<file path="src/rtl/phase_sequencer.sv">
// Run/stop/single-step sequencer producing the phase number and one-hot phase enables.
// Optional retired-instruction counter enabled by defining SEQ_INSTR_CNT_EN.
module phase_sequencer #(
    parameter int NUM_PHASES = 5,
    parameter int CNT_W      = 32
) (
    input  logic             clk,
    input  logic             rst,
    input  logic             exec_lvl,
    input  logic             step_lvl,
    input  logic             hlt_dec,
    output logic [2:0]       phase,
    output logic [7:0]       phase_en,
    output logic             active,
    output logic             halted,
    output logic             retire
`ifdef SEQ_INSTR_CNT_EN
    ,
    output logic [CNT_W-1:0] instr_count
`endif
);

    if (NUM_PHASES < 2 || NUM_PHASES > 8 || CNT_W < 1) begin : g_bad_param
        $error("phase_sequencer: NUM_PHASES must be 2..8 and CNT_W >= 1");
    end

    localparam logic [2:0] LAST_PH = 3'(NUM_PHASES - 1);

    typedef enum logic [1:0] {
        IDLE,
        RUN,
        STEP,
        HALTED
    } state_t;

    state_t     state, state_d;
    logic [2:0] phase_d;
    logic [7:0] phase_en_d;
    logic       exec_q, step_q;
    logic       exec_p, step_p;
    logic       hlt_seen, hlt_seen_d;
    logic       stop_pend, stop_pend_d;
    logic       boundary;
    logic       hlt_eff, stop_eff;

    assign exec_p   = exec_lvl & ~exec_q;
    assign step_p   = step_lvl & ~step_q;
    assign active   = (state == RUN) || (state == STEP);
    assign halted   = (state == HALTED);
    assign boundary = active && (phase == LAST_PH);
    assign retire   = boundary;

    // Flags raised in the boundary cycle itself still count, so a two-phase
    // instruction (HLT decodable only in its last phase) can halt.
    assign hlt_eff  = hlt_seen | (hlt_dec & (phase != '0));
    assign stop_eff = stop_pend | exec_p;

    always_comb begin
        state_d     = state;
        phase_d     = phase;
        hlt_seen_d  = hlt_seen;
        stop_pend_d = stop_pend;
        case (state)
            IDLE, HALTED: begin
                phase_d = '0;
                if (exec_p) begin
                    state_d = RUN;
                end else if (step_p) begin
                    state_d = STEP;
                end
            end
            RUN, STEP: begin
                if (hlt_dec && (phase != '0)) begin
                    hlt_seen_d = 1'b1;
                end
                if ((state == RUN) && exec_p) begin
                    stop_pend_d = 1'b1;
                end
                if (boundary) begin
                    phase_d     = '0;
                    hlt_seen_d  = 1'b0;
                    stop_pend_d = 1'b0;
                    if (hlt_eff) begin
                        state_d = HALTED;
                    end else if ((state == STEP) || stop_eff) begin
                        state_d = IDLE;
                    end else begin
                        state_d = RUN;
                    end
                end else begin
                    phase_d = phase + 3'd1;
                end
            end
            default: begin
                state_d = IDLE;
                phase_d = '0;
            end
        endcase
        phase_en_d = ((state_d == RUN) || (state_d == STEP)) ? (8'b1 << phase_d) : '0;
    end

    always_ff @(posedge clk) begin
        if (rst) begin
            state     <= IDLE;
            phase     <= '0;
            phase_en  <= '0;
            exec_q    <= 1'b1;
            step_q    <= 1'b1;
            hlt_seen  <= 1'b0;
            stop_pend <= 1'b0;
        end else begin
            state     <= state_d;
            phase     <= phase_d;
            phase_en  <= phase_en_d;
            exec_q    <= exec_lvl;
            step_q    <= step_lvl;
            hlt_seen  <= hlt_seen_d;
            stop_pend <= stop_pend_d;
        end
    end

`ifdef SEQ_INSTR_CNT_EN
    always_ff @(posedge clk) begin
        if (rst) begin
            instr_count <= '0;
        end else if (retire) begin
            instr_count <= instr_count + CNT_W'(1);
        end
    end
`endif

endmodule

</file>
<file path="config.mk">
export PLATFORM = sky130hd
export DESIGN_NAME = phase_sequencer
export DESIGN_NICKNAME = d
export VERILOG_FILES = /design/src/rtl/phase_sequencer.sv
export SDC_FILE = /design/constraint.sdc
export NUM_CORES = 1
export LEC_CHECK = 0
export CAP_MARGIN = 20
export CORE_MARGIN = 4
export CORE_UTILIZATION = 48
export CTS_CLUSTER_SIZE = 30
export DETAILED_ROUTE_END_ITERATION = 8
export HOLD_SLACK_MARGIN = 0.15
export PLACE_DENSITY = 0.74
export SKIP_CTS_REPAIR_TIMING = 1
export SLEW_MARGIN = 5
export SYNTH_ARGS = -nofsm -noshare
export SYNTH_HDL_FRONTEND = slang
export SYNTH_SLANG_ARGS = --single-unit
</file>
<file path="constraint.sdc">
create_clock -name clk -period 5.4 [get_ports clk]
set_input_delay 1.35 -clock clk [delete_from_list [all_inputs] [get_ports clk]]
set_output_delay 1.35 -clock clk [all_outputs]
set_load 0.02 [all_outputs]
</file>
# Word-level counts from Yosys, hierarchy flattened
# Index checks and enable logic that the tools add are counted.
[op_classes]
shifts = 1
bitwise_logic = 8
n_mul = 0
reduce_logical = 15
n_mux = 12
magnitude_cmp = 0
eq_ne = 6
n_addsub = 1
n_div = 0
[ops]
columns = ["op", "count"]
rows = [
  ["$mux W2", 4],
  ["$shl A1 B3 Y8 const A", 1],
  ["$eq A2 B2 Y1 const B", 3],
  ["$pmux W3 S2", 1],
  ["$reduce_or A2 Y1", 3],
  ["$mux W1", 5],
  ["$eq A2 B1 Y1 const B", 2],
  ["$pmux W2 S2", 1],
  ["$reduce_and A2 Y1", 2],
  ["$reduce_bool A2 Y1", 2],
  ["$add A3 B1 Y3 const B", 1],
  ["$and A1 B1 Y1", 3],
  ["$eq A3 B3 Y1 const B", 1],
  ["$logic_and A1 B1 Y1", 3],
  ["$logic_or A1 B1 Y1", 3],
  ["$mux W3", 1],
  ["$not A1 Y1", 3],
  ["$reduce_bool A3 Y1", 1],
  ["$logic_not A2 Y1", 1],
  ["$or A1 B1 Y1", 2],
]
[totals]
latch_bits = 0
memories = 0
register_bits = 17
output_inout_bits = 14
mem_bits_rw = 0
word_cells = 50
rom_bits = 0

# Depth between registers and ports, before layout
[depth]
word_depth = 12
mapped_depth = 7

# Worst setup path before layout
# Ideal clock, no wire load.
[synth_path]
path_kind = "register to output"
from = "reg state[0]"
to = "out retire"
setup_slack_ps = 2805
n_path_buf = 0
required_ps = 4050
t_arrival_ps = 1245
stages_incl_launch_ff = 5
cell_sequence = "dfxtp_1 inv_1 ha_1 nand3b_4 inv_1"
[synth_via]
elab_chain_len = 3
word_cells_on_any_way = 4
classes_between = "2 x eq/ne; 2 x reduce/logical"
[synth_lines]
columns = ["item", "line", "source"]
rows = [
  ["from (decl)", "36", "state_t state, state_d;"],
  ["from (signal assigned)", "112", "state <= state_d;"],
  ["$eq A2 B1 Y1 / $eq A2 B2 Y1 (equally long branches)", "48", "assign active = (state == RUN) || (state == STEP);"],
  ["$logic_or A1 B1 Y1 *", "48", ""],
  ["$logic_and A1 B1 Y1 *", "50", "assign boundary = active && (phase == LAST_PH);"],
  ["to (decl)", "16", "output logic retire"],
]
# Every way passes the cells marked *; elsewhere a longest branch is shown, timed or not.

# Final worst setup path
# Ends and elaborated chain as after synthesis.

==> summary.md <==
| Metric | Value |
|---|---|
| Result of the run | `finished, final reports clean` |
| Drt first-iter violations | `12` |
| Worst Reg-to-Reg Cells | `6` |
| Die Width | `50.81 microns` |
| Required arrival time at the worst endpoint | `4.05 ns` |
| Post-DR wirelength/cell | `13.54 microns` |
| Synthesized instance count | `93` |
| Drt pass-1 iters | `4` |
| Insertion delay to the later sink of the worst-skew pair | `0.29 ns` |
| H-Tree Level Count | `1` |
| Synth Net Count | `103` |
| Number of antenna diodes | `0` |
| CP cell instances | `inv_1, ha_1, nand3b_4, inv_1, clkdlybuf4s50_1` |
| Number of max-slew violations in the final report | `0` |
| Finished Core Util | `0.6457` |
| Setup Slack @ Placement | `2.081 ns` |
| Layout fillers | `159` |
| Clock transition at the registers of the reported paths | `0.09 ns` |
| Proportion of synthesized flip-flops having asynchronous set or reset | `0` |
| Netlist area before placement | `879.6 sq um` |
| Sequential Power Share | `0.423` |
| R2R setup slack | `3.18 ns` |
| Total congestion overflow after global routing | `0` |
| Most frequent cell on the critical path | `inv_1` |
| Setup repair after global routing missed its margin | `false` |
| Origin of the critical flop-to-flop path | `state[0]$_SDFF_PP0_` |
| Post-synthesis cell type with the largest combined area | `dfxtp_1` |
| Height of the die | `50.81 microns` |
| Average cell area after synthesis | `9.458 sq um` |
| LEAKAGE | `0.4140 nW` |
| Inserted Clock Buffers | `3` |
| Type of the setup path with the least slack | `flip-flop to output pin` |
| Number of nets in the layout | `125` |
| Final routed DRC violation total | `0` |
| Relative max-transition margin | `0.6596` |
| Number of clock sinks | `17` |
| Switching power as a share of total power | `0.3530` |
| Top fanout value on the critical path | `10` |
| Number of distinct standard cells referenced by the synthesized netlist | `34` |
| Count of buffer and inverter cells on the critical path | `3` |
| Global-route usage over all layers | `0.1634` |
| Actual slew at the worst max-slew pin | `0.5052 ns` |
| Share of the synthesized area in the top cell type | `0.3869` |
| Routed met1 length | `887 microns` |
| Proportion of layout cells with a drive suffix above 1 | `0.1140` |
| Design internal power | `0.2171 mW` |
| Synth-to-layout area growth | `26.74%` |
| Placer Congestion | `0.8647` |
| Worst ir drop on vdd | `230.0 uV` |
| Clock Path Buffers | `2` |
| CP startpoint kind | `flip-flop` |
| Highest metal layer with signal wires | `met4` |
| Min-Delay Path Class | `flip-flop to flip-flop` |
| Site Rows | `15` |
| Via count | `776` |
| Switching pwr | `0.1185 mW` |
| Count of max-cap constraint violations | `0` |
| Total of warnings raised by yosys | `0` |
| Capture instance of the worst register-to-register path | `phase_en[1]$_SDFF_PP0_` |
| Met2 routed wirelength | `891 microns` |
| Final Worst Setup Slack | `1.752 ns` |
| Cell with the most instances after synthesis | `dfxtp_1` |
| Hold Startpoint | `stop_pend$_SDFFE_PP0P_` |
| Maximum clock skew at final layout | `0.001068 ns` |
| Most used DFF post-synth | `dfxtp_1` |
| Port bufs | `18` |
| Cell at the slowest stage of the critical path | `clkdlybuf4s50_1` |
| Fraction of the yosys area taken by sequential cells | `0.3869` |
| Post-route worst hold slack | `0.5769 ns` |
| Number of antenna violations at the first check in global routing | `0` |
| Largest net degree at the start of global routing | `11` |
| Final setup violation count | `0` |
| Post-synth EDFFs | `0` |
| Cell Pwr Density | `301.0 mW/mm^2` |
| Cell count of the worst hold path | `2` |
| Floorplan core area | `0.001727 sq mm` |
| Avg Vias per Cell | `5.583` |
| Capture endpoint of the worst hold path | `stop_pend$_SDFFE_PP0P_` |
| Share of the clock period used by the worst path after layout | `0.6755` |
| F_max | `274.1 MHz` |
| Final Hold Viols | `0` |
| Post-detailed-routing wire length | `1.882 mm` |
| Flip-flop and latch count after synthesis | `17` |
| Accumulated negative setup slack | `0 ns` |
| Crit path capture type | `output pin` |
| Full die area | `0.002581 sq mm` |
| I/O pins | `19` |
| Most common library cells after synthesis | `17 x dfxtp_1, 8 x a21oi_1, 7 x nand2_1` |
| Routed length on met3 | `79 microns` |
| Post-route antenna net violation count | `0` |
| Initial Utilization | `0.5094` |
| Post-route minimum period | `3.648 ns` |
| Root Buffer Master | `clkbuf_4` |
| Portion of total power attributed to the clock network | `0.197` |
| Arrival time of data at the critical path endpoint | `2.30 ns` |
| Delay contributed by the slowest stage of the critical path | `0.66 ns` |
| Detailed placement HPWL | `1.493 mm` |
| Wire length of the first global-routing pass | `3.174 mm` |
| Logic pwr share | `0.381` |
| Leading post-synthesis cells by cell area | `dfxtp_1 39%, ha_1 7.1%, mux2i_1 5.7%, a21oi_1 4.6%, o2111ai_1 4.0%` |
| CTS tree | `built` |
| Critical path's top delay family | `buffers and inverters` |
| Number of global-route vias before repair | `712` |
[metal layers]
| layer | vias to the layer above | global-route usage |
|---|---|---|
| met3 | 4 | 0.03561 |
| met5 | - | 0 |
| met4 | 0 | 0.08520 |
| met1 | 362 | 0.2130 |
| met2 | 21 | 0.2500 |
| li1 | 389 | - |
[cell families (layout without fill, tap and decap cells)]
| kind of cell | after synthesis | count (layout) | synth area share |
|---|---|---|---|
| AOI/OAI and AO/OA | 24 | 24 | 0.2034 |
| adders and majority gates | 5 | 5 | 0.07112 |
| buffers and inverters | 7 | 28 | 0.02987 |
| DFF | 17 | 17 | 0.3869 |
| muxes | 5 | 5 | 0.05690 |
| and+or+nand+nor | 35 | 35 | 0.2518 |
[worst max path at each step]
stage	from	endpoint	slack, ns	cells past startpoint
final	state[0]$_SDFF_PP0_	retire	1.75	5
after global routing	state[0]$_SDFF_PP0_	retire	1.61	5
after CTS	state[0]$_SDFF_PP0_	retire	1.74	5
after detailed placement	state[0]$_SDFF_PP0_	retire	2.08	5
after global placement	state[0]$_SDFF_PP0_	retire	2.15	5
after floorplan	state[0]$_SDFF_PP0_	retire	2.81	4
[layout make-up]
cell class,instances,area (sq um),area share
Multi-Input combinational cell,69,513.0,0.4602
Sequential cell,17,340.3,0.3053
Timing Repair Buffer,18,180.2,0.1616
Tap cell,25,31.28,0.02806
Clock buffer,3,22.52,0.02020
Inverter,6,22.52,0.02020
Clock inverter,1,5.005,0.004489
[placed cells by master (no fill, tap or decap), drive strengths merged, types with 3 or more instances in the layout]
cell type / instances
a21oi: 8
clkbuf: 3
clkdlybuf4s50: 18
dfxtp: 17
ha: 5
inv: 6
mux2i: 5
nand2: 7
nand4: 4
nor2: 5
nor3: 3
o2111ai: 4
or2: 3
[state kept, by name, indices dropped and copies added (netlist names)]
name,count
hlt_seen,1
phase_en,8
step_q,1
phase,3
exec_q,1
state,2
stop_pend,1
[power groups by stage]
stage,Combinational (mW),Clock (mW),Sequential (mW)
finish,0.128,0.0660,0.142
global route,0.137,0.0753,0.144
CTS,0.127,0.0686,0.142
detailed placement,0.126,0,0.145
global placement,0.124,0,0.144
floorplan,0.0837,0,0.150
[metrics by stage]
stage / power (mW) / cells / cell area [sq um]
finish: 0.3356 / 139 / 1115
global route: 0.3557 / 139 / 1115
CTS: 0.3379 / 139 / 1115
detailed placement: 0.2712 / 135 / 1087
global placement: 0.2685 / 135 / 1087
floorplan: 0.2339 / 93 / 879.6
[worst min-delay path, cell delays in order, from the launching register on]
cell	delay [ns]
dfxtp_1	0.34
a31oi_1	0.15
nor3_1	0.05
No activity file was read; power rests on OpenSTA's default activity.
